--- src/rtl/axis_uart_rx_fifo.sv ---
// 8N1 UART receiver feeding a first-word-fall-through byte FIFO with an AXI-Stream master output.
// Overrun and frame errors are reported as one-cycle pulses following the stop-sample edge.
module axis_uart_rx_fifo #(
    parameter int RX_SIZE   = 4,
    parameter int clkdiv_rx = 50
) (
    input  logic       clk,
    input  logic       rst,
    input  logic       rx,
    output logic [7:0] o_tdata,
    output logic       o_tvalid,
    input  logic       o_tready,
    output logic       o_overrun,
    output logic       o_frame_err
);

    localparam int CNT_W = $clog2(clkdiv_rx + 1);
    localparam int DEPTH = 1 << RX_SIZE;

    localparam logic [CNT_W-1:0]   HALF_BIT = CNT_W'(clkdiv_rx / 2);
    localparam logic [CNT_W-1:0]   FULL_BIT = CNT_W'(clkdiv_rx);
    localparam logic [CNT_W-1:0]   CNT_ONE  = CNT_W'(1);
    localparam logic [RX_SIZE:0]   DEPTH_C  = (RX_SIZE + 1)'(DEPTH);
    localparam logic [RX_SIZE-1:0] PTR_ONE  = RX_SIZE'(1);
    localparam logic [RX_SIZE:0]   CNT1_F   = (RX_SIZE + 1)'(1);

    localparam logic [2:0] IDLE      = 3'd0;
    localparam logic [2:0] START     = 3'd1;
    localparam logic [2:0] DATA      = 3'd2;
    localparam logic [2:0] STOP      = 3'd3;
    localparam logic [2:0] WAIT_IDLE = 3'd4;

    logic             rx_meta;
    logic             rx_s;
    logic             rx_prev;
    logic [2:0]       state;
    logic [CNT_W-1:0] cnt;
    logic [2:0]       bit_idx;
    logic [7:0]       shreg;
    logic             expire;
    logic             push_req;

    logic [7:0]         mem [DEPTH];
    logic [RX_SIZE-1:0] wr_ptr;
    logic [RX_SIZE-1:0] rd_ptr;
    logic [RX_SIZE:0]   count;
    logic               pop;
    logic               push_ok;

    // rx_prev resets low so a line held low through reset cannot look like a start edge
    always_ff @(posedge clk or posedge rst) begin
        if (rst) begin
            rx_meta <= 1'b1;
            rx_s    <= 1'b1;
            rx_prev <= 1'b0;
        end else begin
            rx_meta <= rx;
            rx_s    <= rx_meta;
            rx_prev <= rx_s;
        end
    end

    assign expire   = (cnt == CNT_ONE);
    assign push_req = (state == STOP) && expire && rx_s;

    always_ff @(posedge clk or posedge rst) begin
        if (rst) begin
            state       <= IDLE;
            cnt         <= '0;
            bit_idx     <= '0;
            o_frame_err <= 1'b0;
        end else begin
            o_frame_err <= 1'b0;
            case (state)
                IDLE: begin
                    if (rx_prev && !rx_s) begin
                        cnt   <= HALF_BIT;
                        state <= START;
                    end
                end
                START: begin
                    if (expire) begin
                        if (rx_s) begin
                            state <= IDLE;
                        end else begin
                            cnt     <= FULL_BIT;
                            bit_idx <= '0;
                            state   <= DATA;
                        end
                    end else begin
                        cnt <= cnt - CNT_ONE;
                    end
                end
                DATA: begin
                    if (expire) begin
                        cnt     <= FULL_BIT;
                        bit_idx <= bit_idx + 3'd1;
                        if (bit_idx == 3'd7) state <= STOP;
                    end else begin
                        cnt <= cnt - CNT_ONE;
                    end
                end
                STOP: begin
                    // Returning to IDLE here leaves half a bit to catch a back-to-back start edge
                    if (expire) begin
                        if (rx_s) begin
                            state <= IDLE;
                        end else begin
                            o_frame_err <= 1'b1;
                            state       <= WAIT_IDLE;
                        end
                    end else begin
                        cnt <= cnt - CNT_ONE;
                    end
                end
                WAIT_IDLE: begin
                    if (rx_s) state <= IDLE;
                end
                default: state <= IDLE;
            endcase
        end
    end

    always_ff @(posedge clk) begin
        if (state == DATA && expire) shreg <= {rx_s, shreg[7:1]};
    end

    // A push into a full FIFO still fits when a pop frees the head slot on the same edge
    assign pop     = o_tvalid && o_tready;
    assign push_ok = push_req && ((count < DEPTH_C) || pop);

    always_ff @(posedge clk or posedge rst) begin
        if (rst) begin
            wr_ptr    <= '0;
            rd_ptr    <= '0;
            count     <= '0;
            o_overrun <= 1'b0;
        end else begin
            o_overrun <= push_req && !push_ok;
            if (push_ok) wr_ptr <= wr_ptr + PTR_ONE;
            if (pop)     rd_ptr <= rd_ptr + PTR_ONE;
            case ({push_ok, pop})
                2'b10:   count <= count + CNT1_F;
                2'b01:   count <= count - CNT1_F;
                default: count <= count;
            endcase
        end
    end

    always_ff @(posedge clk) begin
        if (push_ok) mem[wr_ptr] <= shreg;
    end

    assign o_tvalid = (count != '0);
    assign o_tdata  = o_tvalid ? mem[rd_ptr] : 8'h00;

endmodule

--- config.mk ---
export PLATFORM = sky130hd
export DESIGN_NAME = axis_uart_rx_fifo
export DESIGN_NICKNAME = d
export VERILOG_FILES = /design/src/rtl/axis_uart_rx_fifo.sv
export SDC_FILE = /design/constraint.sdc
export NUM_CORES = 1
export LEC_CHECK = 0
export BUFFER_PORTS_ARGS = -buffer_cell sky130_fd_sc_hd__buf_2
export CAP_MARGIN = 40
export CORE_ASPECT_RATIO = 0.75
export CORE_MARGIN = 5
export CORE_UTILIZATION = 50
export CTS_CLUSTER_DIAMETER = 150
export CTS_CLUSTER_SIZE = 25
export DETAILED_ROUTE_END_ITERATION = 8
export HOLD_SLACK_MARGIN = 0.03
export PLACE_DENSITY_LB_ADDON = 0.1
export SLEW_MARGIN = 15
export SYNTH_ARGS = -nofsm -noshare
export SYNTH_HDL_FRONTEND = slang
export SYNTH_SLANG_ARGS = --single-unit
--- constraint.sdc ---
create_clock -name clk -period 5.89 [get_ports clk]
set_input_delay 0.589 -clock clk [delete_from_list [all_inputs] [get_ports clk]]
set_output_delay 0.589 -clock clk [all_outputs]
set_load 0.01 [all_outputs]
==> flow_summary.json, run 1 <==
{
  "track_usage": 0.173,
  "clkLatencyLatePin_ps": 420,
  "die_x_um": 146,
  "cts.sinks": 166,
  "h-tree-depth": 4,
  "seq_area_um2": 4840,
  "min_period_over_period": 0.552,
  "ir_drop_mv": 0.269,
  "synth_cell_types": 58,
  "fin_nets": 425,
  "cts_resized": 0,
  "async_flop_share": 0.181,
  "cts.hold.buffers_added": 0,
  "first_pass_iters": 5,
  "p_leak_uw": 0.00272,
  "synth_nets": 403,
  "place_congestion": 0.800,
  "ys_ff_latch": 166,
  "rsz0062_at_grt": "false",
  "cellPowerDensity_nw_per_um2": 449,
  "synth.top_cell.area_share": 0.588,
  "maxCapViolCount": 0,
  "placementRows": 37,
  "antenna_found_initial": 0,
  "io_buffers": 14,
  "drive_gt1_frac": 0.261,
  "core-area_um2": 13700,
  "ys_warn_count": 0,
  "setup.worst_path.start_class": "flip-flop",
  "dieArea_um2": 16400,
  "vias": 3535,
  "stdcell_count": 597,
  "nFillCells": 1035,
  "drtIter0Drc": 219,
  "hpwl_um": 8560,
  "worst_clock_skew_ps": 8.95,
  "synth_cells": 387,
  "slew_headroom": 0.565,
  "grt_start_max_net_pins": 36,
  "area_growth_pct": 11.5,
  "cp.arrival_ps": 2660,
  "viasPerCell": 5.92,
  "numCtsBuffers": 17,
  "finalHoldViolations": 0,
  "ys.flop_type": "edfxtp_1",
  "antenna_left": 0,
  "required_ps": 5300,
  "place_ws_ps": 2860,
  "die_h_um": 112,
  "ys_seq_area_frac": 0.696,
  "synth_enable_flop_cells": 136,
  "grt_pass1_wl_um": 20900,
  "synth_top_area_cell": "edfxtp_1",
  "tns_ps": 0,
  "grt_pass1_vias": 3468,
  "grt_overflow": 0,
  "ios": 15,
  "setup_viol": 0,
  "initial_core_util": 0.509,
  "status": "complete, no violations",
  "synthTopCellsByArea": "edfxtp_1 59%, mux4_2 10%, dfrtp_1 10%",
  "cts_tree": "built",
  "dp_cells": 565,
  "worst_slack_ps": 2640,
  "diodes": 0,
  "clock_path_buffers": 2,
  "root_buffer": "clkbuf_16",
  "fmax_ghz": 0.307,
  "routedWlPerCell_um": 22.3,
  "routed_wl_um": 13300,
  "slew_viol_final": 0,
  "hp-class": "input port to async pin",
  "clkTransAtPathRegs_ps": 70,
  "end_kind": "output pin",
  "post-route-min-period_ps": 3250,
  "syn_avg_cell_area_um2": 17.9,
  "crit_type": "flip-flop to output pin",
  "critPathMaxFanout": 25,
  "drc": 0,
  "multi_input_area_um2": 1970,
  "worstMarginPinSlew_ps": 653,
  "syn_area_um2": 6950,
  "cts_setup_buffers": 0
}
Yosys cell counts (4+ instances only):
master and number:
mux2_2 6, a21oi_1 4, nor2b_1 6, a21o_1 4, nor3_1 4, o22ai_1 11, buf_2 5, xnor2_1 6
and3_1 10, and4_1 4, mux4_2 32, nor2_1 10, dfrtp_1 28, o21ai_0 4, clkbuf_1 7, inv_1 9
mux2i_1 16, nand2_1 10, ha_1 12, buf_1 4, xor2_1 6, edfxtp_1 136
final cells by class:
type                            instances  share of cell area
Clock buffer                           18              0.0554
Clock inverter                         14              0.0137
Inverter                                9             0.00436
Multi-Input combinational cell        192               0.255
Sequential cell                       166               0.625
Tap cell                              175              0.0283
Timing Repair Buffer                   23              0.0184
routing by layer:
metal | up-vias | global-route usage | routed length (um)
met2 | 68 | 0.253 | 6100
met1 | 1857 | 0.258 | 6650
li1 | 1599 | - | -
met4 | 0 | 0.0526 | 127
met3 | 11 | 0.0444 | 465
met5 | - | 0 | 0
layout by cell type, fill, tap and decap left out, types with 3 or more instances in the layout:
| cell type | n |
|---|---|
| a21o_1 | 4 |
| a21oi_1 | 4 |
| and3_1 | 10 |
| and4_1 | 4 |
| buf_2 | 15 |
| buf_4 | 7 |
| clkbuf_16 | 17 |
| clkinv_2 | 3 |
| clkinv_4 | 5 |
| clkinvlp_4 | 4 |
| dfrtp_1 | 27 |
| edfxtp_1 | 136 |
| ha_1 | 12 |
| inv_1 | 9 |
| mux2_2 | 6 |
| mux2i_1 | 16 |
| mux4_2 | 32 |
| nand2_1 | 10 |
| nand2b_1 | 3 |
| nand3_1 | 3 |
| nand4_1 | 3 |
| nor2_1 | 10 |
| nor2b_1 | 6 |
| nor3_1 | 4 |
| o21ai_0 | 4 |
| o22ai_1 | 11 |
| or2_2 | 3 |
| xnor2_1 | 6 |
| xor2_1 | 6 |
critical path, cell delays in order (launching register included):
cell     delay [ps]
dfrtp_2         570
buf_4           520
mux4_2          620
mux2i_1         220
o22ai_1         130
buf_2           160
registers in the layout, summed over array words and instances (netlist names):
| signal | cells |
|---|---|
| mem | 128 |
| o_overrun | 1 |
| count | 5 |
| state | 3 |
| bit_idx | 3 |
| o_frame_err | 1 |
| rx_prev | 1 |
| cnt | 6 |
| rx_meta | 1 |
| rd_ptr | 4 |
| shreg | 8 |
| rx_s | 1 |
| wr_ptr | 4 |
final timing paths:
kind,start,end,slack (ps),cells after the start
max reg2reg,cnt[1],count[4],2850,13
max in group asynchronous,rst,rx_s,5300,3
max,rd_ptr[0],o_tdata[4],2640,5
min,rst,cnt[4],260,3
min in group clk,rx,rx_meta,270,1
min reg2reg,rx_meta,rx_s,360,0
metrics by stage:
step	hold slack [ps]	util	cell area, um^2	total power (uW)
after floorplan	345	-	6950	2240
after global placement	346	0.525	7170	2490
final	261	0.567	7740	3480
after global routing	253	0.567	7740	3670
after detailed placement	347	0.528	7210	2520
after CTS	246	0.567	7740	3510
power by group:
| part | switching [uW] | internal, uW | leakage [uW] |
|---|---|---|---|
| Clock | 451 | 541 | 0.000253 |
| Combinational | 506 | 495 | 0.000882 |
| Sequential | 136 | 1350 | 0.00158 |
| Total | 1090 | 2390 | 0.00272 |
cells by family after synthesis:
logic type	Yosys count	synth area share
buffers and inverters	29	0.0193
adder cells (fa/ha/maj)	12	0.0216
AND/OR/NAND/NOR	69	0.0614
XOR/XNOR	12	0.0151
flip-flops	166	0.696
AO/OA/AOI/OAI	45	0.0495
multiplexers	54	0.137
(Power assumes the default switching activity.)
==> run 2: changes to the inputs <==
==> constraint.sdc (replaced) <==
create_clock -name clk -period 3.31 [get_ports clk]
set_input_delay 0.331 -clock clk [delete_from_list [all_inputs] [get_ports clk]]
set_output_delay 0.331 -clock clk [all_outputs]
set_load 0.01 [all_outputs]
==> run 2 against run 1 <==
- largest cell class unchanged
- setup slack worse by 2300 ps
- critical path depth is 8 higher
- critical endpoint is now count[4]
- core utilization up 0.65 points
==> flow_summary.json, run 2 (synthesized netlist as in run 1, its figures left out) <==
{
  "top_register": "mem",
  "h-tree-depth": 4,
  "viasPerCell": 5.71,
  "r2r-end": "count[4]",
  "cp.arrival_ps": 3220,
  "worst_clock_skew_ps": 8.99,
  "cp_cell_sequence": "inv_1 -> ha_1 -> or3b_4 -> nor3_4 -> and2_2 -> inv_1 -> ha_1 -> xor2_1 -> ha_1 -> and3b_1 -> o21ai_0 -> a31oi_1 -> xor2_1",
  "status": "complete, no violations",
  "slowest_stage": "or3b_4",
  "final_area_um2": 7830,
  "place_ws_ps": 425,
  "crit_type": "flip-flop to flip-flop",
  "critPathMaxFanout": 9,
  "maxCapViolCount": 0,
  "grt_overflow": 0,
  "largest_reg_flops": 128,
  "slew_headroom": 0.449,
  "cellPowerDensity_nw_per_um2": 808,
  "p_leak_uw": 0.00277,
  "rr_startpoint": "cnt[1]",
  "grt_pass1_wl_um": 20600,
  "first_pass_iters": 4,
  "worst_slack_ps": 385,
  "fmax_ghz": 0.342,
  "rsz0062_at_grt": "false",
  "finalHoldViolations": 0,
  "place_congestion": 0.838,
  "layout_commonest_cell": "edfxtp_1",
  "dpl_cell_area_um2": 7230,
  "setup.worst_path.start_class": "flip-flop",
  "drive_gt1_frac": 0.269,
  "min_from": "o_tready",
  "hpwl_um": 8410,
  "setup_viol": 0,
  "tns_ps": 0,
  "core-area_um2": 13700,
  "fin_nets": 431,
  "ios": 15,
  "slew_viol_final": 0,
  "track_usage": 0.168,
  "cp_common_cell": "ha_1",
  "cts.hold.buffers_added": 2,
  "reg_top3": "mem (128), shreg (8), cnt (6)",
  "ir_drop_mv": 0.393,
  "io_buffers": 14,
  "clock_path_buffers": 2,
  "whs_endpoint": "o_overrun",
  "cp_num_buf_inv": 2,
  "max_stage_delay_ps": 420,
  "r2r_setup_slack_ps": 390,
  "cts.sinks": 166,
  "required_ps": 3610,
  "routedWlPerCell_um": 21.5,
  "hp-class": "input port to flip-flop",
  "die_x_um": 146,
  "die_h_um": 112,
  "min_period_over_period": 0.884,
  "root_buffer": "clkbuf_16",
  "initial_core_util": 0.509,
  "diodes": 0,
  "cts_resized": 0,
  "cts_tree": "built",
  "grt_start_max_net_pins": 36,
  "holdPathStages": 3,
  "worstMarginPinSlew_ps": 827,
  "end_kind": "flip-flop",
  "final_cell_mix": "136 x edfxtp_1, 32 x mux4_2, 27 x dfrtp_1, 17 x clkbuf_16, 16 x mux2i_1",
  "drc": 0,
  "placementRows": 37,
  "dieArea_um2": 16400,
  "clkLatencyLatePin_ps": 420,
  "path_depth": 13,
  "antenna_found_initial": 0,
  "grt_pass1_vias": 3568,
  "routed_wl_um": 13000,
  "antenna_left": 0,
  "cts_setup_buffers": 0,
  "clkTransAtPathRegs_ps": 70,
  "numCtsBuffers": 17,
  "drtIter0Drc": 195,
  "power_uw": 6330,
  "rr_worst_depth": 13,
  "post-route-min-period_ps": 2920,
  "area_growth_pct": 12.8,
  "vias": 3446,
  "cp_top_family": "simple AND/OR/NAND/NOR gates"
}
run 2: worst register-to-register path, cell delays in order (launching register included):
cell	delay, ps
dfrtp_1	390
inv_1	90
ha_1	160
or3b_4	420
nor3_4	200
and2_2	190
inv_1	60
ha_1	290
xor2_1	180
ha_1	220
and3b_1	170
o21ai_0	160
a31oi_1	120
xor2_1	150
run 2: how the worst max path moves through the flow:
stage / startpoint / slack [ps] / to
2_1_floorplan: cnt[1] / 430 / count[4]
3_3_place_gp: cnt[1] / 500 / count[4]
3_5_place_dp: cnt[1] / 420 / count[4]
4_1_cts: cnt[1] / 410 / count[4]
5_1_grt: cnt[1] / 210 / count[4]
6_report: cnt[1] / 390 / count[4]
run 2: cell type report:
class / count / area [um^2]
flip-flops and latches: 166 / 4840
clock inverters: 14 / 140
fillers: 1008 / 5820
well taps: 175 / 219
inverters: 9 / 33.8
clock buffers: 18 / 439
multi-input cells: 192 / 1970
repair buffers: 29 / 188
run 2: through the flow:
stage                     hold WS [ps]  std cells  utilization
after floorplan                    335        387            -
after global placement             313        569        0.530
after detailed placement           320        569        0.530
after CTS                          248        603        0.574
after global routing               279        603        0.574
final                              267        603        0.574
run 2: routing by layer:
metal / part of all wire / up-vias / GRT usage / wire, um
met5: 0 / - / 0 / 0
met2: 0.46 / 70 / 0.251 / 5940
met3: 0.045 / 6 / 0.0432 / 578
met1: 0.49 / 1762 / 0.250 / 6380
met4: 0.0066 / 0 / 0.0451 / 85
li1: - / 1608 / - / -
run 2: report_power, final:
part	internal [uW]	switching [uW]	total (uW)
registers	2400	214	2610
logic	896	914	1810
clock network	1080	831	1910
